### src/rtl/mips_regfile_wr_if.sv
// Register-file port bundle: one synchronous write port (WB stage), two
// combinational read ports (ID stage) and the debug/status outputs.
//
// Write port protocol: there is no valid/ready handshake. we, wa and wd are
// sampled only at the rising clk edge; a write commits when we==1 and wa!=0
// and is always accepted (the register file never back-pressures). Read
// ports are pure combinational lookups with no handshake.
interface mips_regfile_wr_if #(
    parameter int DATA_W = 32,
    parameter int ADDR_W = 5,
    parameter int CNT_W  = 16
);
    logic              we;
    logic [ADDR_W-1:0] wa;
    logic [DATA_W-1:0] wd;
    logic [ADDR_W-1:0] ra1;
    logic [ADDR_W-1:0] ra2;
    logic [DATA_W-1:0] rd1;
    logic [DATA_W-1:0] rd2;
    logic              rd1_valid;
    logic              rd2_valid;
    logic [CNT_W-1:0]  wr_count;
    logic [ADDR_W-1:0] last_wa;

    // Pipeline side: drives write and read addresses, observes results.
    modport master (
        output we, wa, wd, ra1, ra2,
        input  rd1, rd2, rd1_valid, rd2_valid, wr_count, last_wa
    );

    // Register-file side.
    modport slave (
        input  we, wa, wd, ra1, ra2,
        output rd1, rd2, rd1_valid, rd2_valid, wr_count, last_wa
    );
endinterface

### src/rtl/mips_regfile_wr.sv
// MIPS 32 x 32 register file fed by the RegDst write-register mux.
// Two asynchronous read ports, one synchronous write port, per-register
// "written since reset" tracking and a committed-write counter.
// Register 0 is hard-wired to zero and always reports valid.
//
// Optional build macro REGFILE_BYPASS_EN: when defined, a read port whose
// address matches an in-flight write (we==1, wa!=0) returns wd and
// valid=1 in the same cycle. When undefined, same-cycle reads see the old
// value and the pipeline is responsible for the WB->ID hazard.
module mips_regfile_wr #(
    parameter int DATA_W = 32,
    parameter int ADDR_W = 5,
    parameter int CNT_W  = 16
) (
    input logic             clk,
    input logic             reset,
    mips_regfile_wr_if.slave rf
);
    localparam int DEPTH = 2 ** ADDR_W;

    // Slot 0 exists only to keep indexing regular; it is never written
    // after reset and the read path forces address 0 to zero anyway.
    logic [DATA_W-1:0] regs_q [DEPTH];
    logic [DEPTH-1:0]  vld_q;
    logic [CNT_W-1:0]  wr_count_q;
    logic [CNT_W-1:0]  wr_count_d;
    logic [ADDR_W-1:0] last_wa_q;
    logic              commit;

    logic [DATA_W-1:0] rd1_d;
    logic [DATA_W-1:0] rd2_d;
    logic              rd1_valid_d;
    logic              rd2_valid_d;

    // A write commits only for a non-zero target; wa==0 writes are dropped.
    assign commit     = rf.we && (rf.wa != '0);
    assign wr_count_d = wr_count_q + 1'b1;

    // Storage, valid bits and debug counters; reset wins over a same-edge write.
    always_ff @(posedge clk) begin
        if (!reset) begin
            for (int i = 0; i < DEPTH; i++) begin
                regs_q[i] <= '0;
            end
            vld_q      <= '0;
            wr_count_q <= '0;
            last_wa_q  <= '0;
        end else if (commit) begin
            regs_q[rf.wa] <= rf.wd;
            vld_q[rf.wa]  <= 1'b1;
            wr_count_q    <= wr_count_d;
            last_wa_q     <= rf.wa;
        end
    end

    // Combinational read ports, with optional same-cycle write-through.
    always_comb begin
        rd1_d       = '0;
        rd2_d       = '0;
        rd1_valid_d = 1'b1;
        rd2_valid_d = 1'b1;
        if (rf.ra1 != '0) begin
            rd1_d       = regs_q[rf.ra1];
            rd1_valid_d = vld_q[rf.ra1];
        end
        if (rf.ra2 != '0) begin
            rd2_d       = regs_q[rf.ra2];
            rd2_valid_d = vld_q[rf.ra2];
        end
`ifdef REGFILE_BYPASS_EN
        // commit already excludes wa==0, so address 0 is never bypassed.
        if (commit && (rf.ra1 == rf.wa)) begin
            rd1_d       = rf.wd;
            rd1_valid_d = 1'b1;
        end
        if (commit && (rf.ra2 == rf.wa)) begin
            rd2_d       = rf.wd;
            rd2_valid_d = 1'b1;
        end
`endif
    end

    assign rf.rd1       = rd1_d;
    assign rf.rd2       = rd2_d;
    assign rf.rd1_valid = rd1_valid_d;
    assign rf.rd2_valid = rd2_valid_d;
    assign rf.wr_count  = wr_count_q;
    assign rf.last_wa   = last_wa_q;
endmodule
### src/flat_wrapper.sv
// flat-port wrapper written by rule: the top's interface ports become plain ports
module mips_regfile_wr_flat 
#(
    parameter int DATA_W = 32,
    parameter int ADDR_W = 5,
    parameter int CNT_W  = 16
)
  (clk, reset, rf_we, rf_wa, rf_wd, rf_ra1, rf_ra2, rf_rd1, rf_rd2, rf_rd1_valid, rf_rd2_valid, rf_wr_count, rf_last_wa);
  mips_regfile_wr_if #(.DATA_W(DATA_W), .ADDR_W(ADDR_W), .CNT_W(CNT_W)) rf_i ();
  input logic clk;
  input logic reset;
  input wire logic [$bits(rf_i.we)-1:0] rf_we;
  input wire logic [$bits(rf_i.wa)-1:0] rf_wa;
  input wire logic [$bits(rf_i.wd)-1:0] rf_wd;
  input wire logic [$bits(rf_i.ra1)-1:0] rf_ra1;
  input wire logic [$bits(rf_i.ra2)-1:0] rf_ra2;
  output wire logic [$bits(rf_i.rd1)-1:0] rf_rd1;
  output wire logic [$bits(rf_i.rd2)-1:0] rf_rd2;
  output wire logic [$bits(rf_i.rd1_valid)-1:0] rf_rd1_valid;
  output wire logic [$bits(rf_i.rd2_valid)-1:0] rf_rd2_valid;
  output wire logic [$bits(rf_i.wr_count)-1:0] rf_wr_count;
  output wire logic [$bits(rf_i.last_wa)-1:0] rf_last_wa;
  assign rf_i.we = rf_we;
  assign rf_i.wa = rf_wa;
  assign rf_i.wd = rf_wd;
  assign rf_i.ra1 = rf_ra1;
  assign rf_i.ra2 = rf_ra2;
  assign rf_rd1 = rf_i.rd1;
  assign rf_rd2 = rf_i.rd2;
  assign rf_rd1_valid = rf_i.rd1_valid;
  assign rf_rd2_valid = rf_i.rd2_valid;
  assign rf_wr_count = rf_i.wr_count;
  assign rf_last_wa = rf_i.last_wa;
  mips_regfile_wr #(.DATA_W(DATA_W), .ADDR_W(ADDR_W), .CNT_W(CNT_W)) u_core (.clk(clk), .reset(reset), .rf(rf_i));
endmodule
### config.mk
export PLATFORM = sky130hd
export DESIGN_NAME = mips_regfile_wr_flat
export DESIGN_NICKNAME = d
export VERILOG_FILES = /design/src/rtl/mips_regfile_wr_if.sv /design/src/rtl/mips_regfile_wr.sv /design/src/flat_wrapper.sv
export SDC_FILE = /design/constraint.sdc
export NUM_CORES = 2
export LEC_CHECK = 0
export BUFFER_PORTS_ARGS = -buffer_cell sky130_fd_sc_hd__buf_2
export CORE_MARGIN = 2
export CORE_UTILIZATION = 41
export CTS_CLUSTER_SIZE = 24
export DETAILED_ROUTE_END_ITERATION = 10
export SYNTH_ARGS = -nofsm -noshare
export SYNTH_HDL_FRONTEND = slang
export SYNTH_SLANG_ARGS = --single-unit
### constraint.sdc
create_clock -name clk -period 5.95 [get_ports clk]
set_clock_uncertainty 0.05 [all_clocks]
set_input_delay 0.595 -clock clk [delete_from_list [all_inputs] [get_ports clk]]
set_output_delay 0.595 -clock clk [all_outputs]
set_load 0.005 [all_outputs]
==> qor.yml <==
status:
  status: "completed"
synth:
  synth_top_area_cell: "edfxtp_1"
  syn-cell-area_um2: 57200
  synth_area_leaders: "edfxtp_1, mux4_2, and2_1"
  synth_ff_type: "edfxtp_1"
  synth_edf_count: 1024
  syn_inst: 3765
  synthDistinctLibCells: 55
  synth_top_area_share_pct: 53.8
  synth_seq_cells: 1077
  ys_async_sr_fraction_pct: 0
  yosysWarnings: 0
  syn_avg_cell_area_um2: 15.2
  seq_area_frac_synth_pct: 55.7
global_routing:
  grt_pass1_wl_mm: 277
  overflow: 0
  grt_max_degree: 93
  grt_pass1_vias: 36201
  antenna_found_initial: 20
  gr-usage-all-layers_pct: 27.5
job:
  drv_cap: 0
placed_design:
  dp_slack_ps: 1540
  gp_congestion: 0.877
  io_buffer_count: 136
  placed_area_um2: 59700
  placed_cells: 5436
  dpl.hpwl_mm: 117
pwr:
  p_leak_nw: 22.3
  p_per_area_nw_per_um2: 288
  finalPower_mw: 18.2
  ir_drop_v: 0.000216
clock_network:
  path_clk_slew_ps: 60
  ctsHoldBuffers: 0
  clk_latency_ps: 710
  cts_buffers: 114
  post_cts_resized: 0
  postCtsSetupRepairBufs: 0
  clk_path_buf_depth: 3
  cts_tree: "built"
  htree_levels: 3
  cts_root_buffer: "clkbuf_16"
  cts_num_sinks: 1077
timing:
  setup_viol_count_final: 0
  drv_slew: 0
  fin_crit_sh_pct: 75.0
  setup_ws_ps: 1490
  rsz0062_at_grt: "false"
  period_needed_ps: 4460
  worst_pin_slew_ps: 1400
  report.final.hold_viol_count: 0
  clock.fmax_mhz: 224
  finalSetupTns_ps: 0
  max_slew_margin_pct: 6.47
setup_path:
  worst_r2r_path_depth: 4
  cp_slowest_cell: "o21ai_0"
  cp.required_ps: 5310
  path_delay_family: "buffers and inverters"
  r2r-start: "u_core.rf.wr_count[4]"
  r2r-end: "u_core.rf.wr_count[11]"
  worst-setup-path-type: "in -> out"
  reg2reg_slack_ps: 3970
  cp.depth: 6
  cp.buffers_inverters: 3
  cp.arrival_ps: 3820
  max_stage_delay_ps: 760
  path_cells: "buf_8 > buf_12 > mux4_2 > o21ai_0 > a31oi_1 > buf_2"
  end_kind: "output port"
  crit_path_start_kind: "input port"
  cp_max_fo: 92
floorplanning:
  io_pins: 137
  num_rows: 136
  die_x_um: 377
  die_h_um: 377
  core_area_um2: 138000
  die_area_um2: 142000
  start_util_pct: 41.5
worst_hold_path:
  hp-start: "rf_wa[0]"
  hold_end: "u_core.rf.last_wa[0]"
  hp-class: "in -> reg"
  min_delay_path_depth: 3
drt:
  final_antenna_net_count: 0
  wire_per_inst_um: 34.9
  via_count: 36335
  drc_errors: 0
  drt_pass1_iterations: 5
  routed_wl_mm: 197
  dr.first_iter.drc_count: 5388
  vias_per_cell: 6.43
cells_and_area:
  layout.nets: 3809
  fill_cells: 11867
  fin_cells: 5653
  area_growth_pct: 10.8
  final_cell_area_um2: 63300
  drive_gt1_share_pct: 25.1
power by group:
part	switching, mW	total [mW]	internal [mW]
logic	1.34	2.21	0.863
clock network	3.05	7.10	4.04
registers	0.202	8.90	8.70
total	4.60	18.2	13.6
through the flow:
| stage | util [%] | hold slack (ps) |
|---|---|---|
| global placement | 43.3 | 394 |
| detailed placement | 43.3 | 400 |
| finish | 45.9 | 170 |
| global route | 45.9 | 172 |
| CTS | 45.9 | 125 |
| floorplan | - | 387 |
layout by cell type, fill, tap and decap left out, types with 66 or more instances in the layout:
cell type,instances
clkbuf_16,119
a221oi_1,66
o21ai_0,73
buf_2,129
mux4_2,462
and3_1,66
mux2i_1,265
and2_1,929
a22oi_1,67
buf_4,120
edfxtp_1,1024
cells in the mapped netlist (7+ instances only):
cell type  count
clkbuf_1     257
a21oi_1       15
and2_1       929
nor2_2         7
and3_1        66
edfxtp_1    1024
nand2_1       16
buf_4         40
dfxtp_1       53
a221oi_1      66
nor2_1        44
clkbuf_2      11
a31oi_1       64
a21o_1        29
a22oi_1       67
a221o_1       64
buf_6         52
o21ai_0      103
mux2i_1      265
buf_2         49
inv_1          7
mux4_2       462
cells by family (layout without fill, tap and decap cells):
family                     after synthesis  in the layout  synth area share (%)
other                                    1             39               0.00656
muxes                                  731            731                  22.9
adders and majority gates                1              1                0.0219
and+or+nand+nor                       1103           1103                  11.9
buffers and inverters                  427            483                  4.07
DFF                                   1077           1077                  55.7
AOI/OAI and AO/OA                      422            422                  5.33
xor gates and xnor gates                 3              3                0.0460
area by class of cell:
type	instances	area, um^2	area share, %
antenna	7	17.5	0.0277
clock buffer	150	3110	4.92
clock inverter	60	517	0.816
inverter	8	35.0	0.0553
multi-input combinational	2292	23700	37.5
sequential	1077	31800	50.3
tap	1794	2240	3.55
timing repair buffer	265	1830	2.89
routing by layer:
layer | vias to the layer above | wire length (um) | global-route usage (%) | share of wire [%]
met3 | 400 | 21000 | 5.99 | 11
met2 | 2282 | 89000 | 42.1 | 45
met5 | - | 57 | 0 | 0.029
met4 | 8 | 8970 | 11.1 | 4.6
li1 | 14670 | - | - | -
met1 | 18975 | 78100 | 38.3 | 40
worst min-delay path, cell delays in order:
cell and delay [ps]:
buf_2 160, nand2_1 70, a21oi_1 50
how the worst max path moves through the flow:
stage / from / end
5_1_grt: rf_ra1[1] / rf_rd1[25]
3_5_place_dp: rf_ra1[1] / rf_rd1[25]
4_1_cts: rf_ra1[1] / rf_rd1[25]
6_report: rf_ra1[1] / rf_rd1[25]
2_1_floorplan: rf_wa[4] / u_core.regs_q[1][0]
3_3_place_gp: rf_ra1[1] / rf_rd1[25]
registers in the layout (all words and copies together), names as in the netlist:
register,flops
u_core.rf.wr_count,16
u_core.rf.last_wa,5
u_core.vld_q,32
u_core.regs_q,1024
No activity file was read; power rests on OpenSTA's default activity.
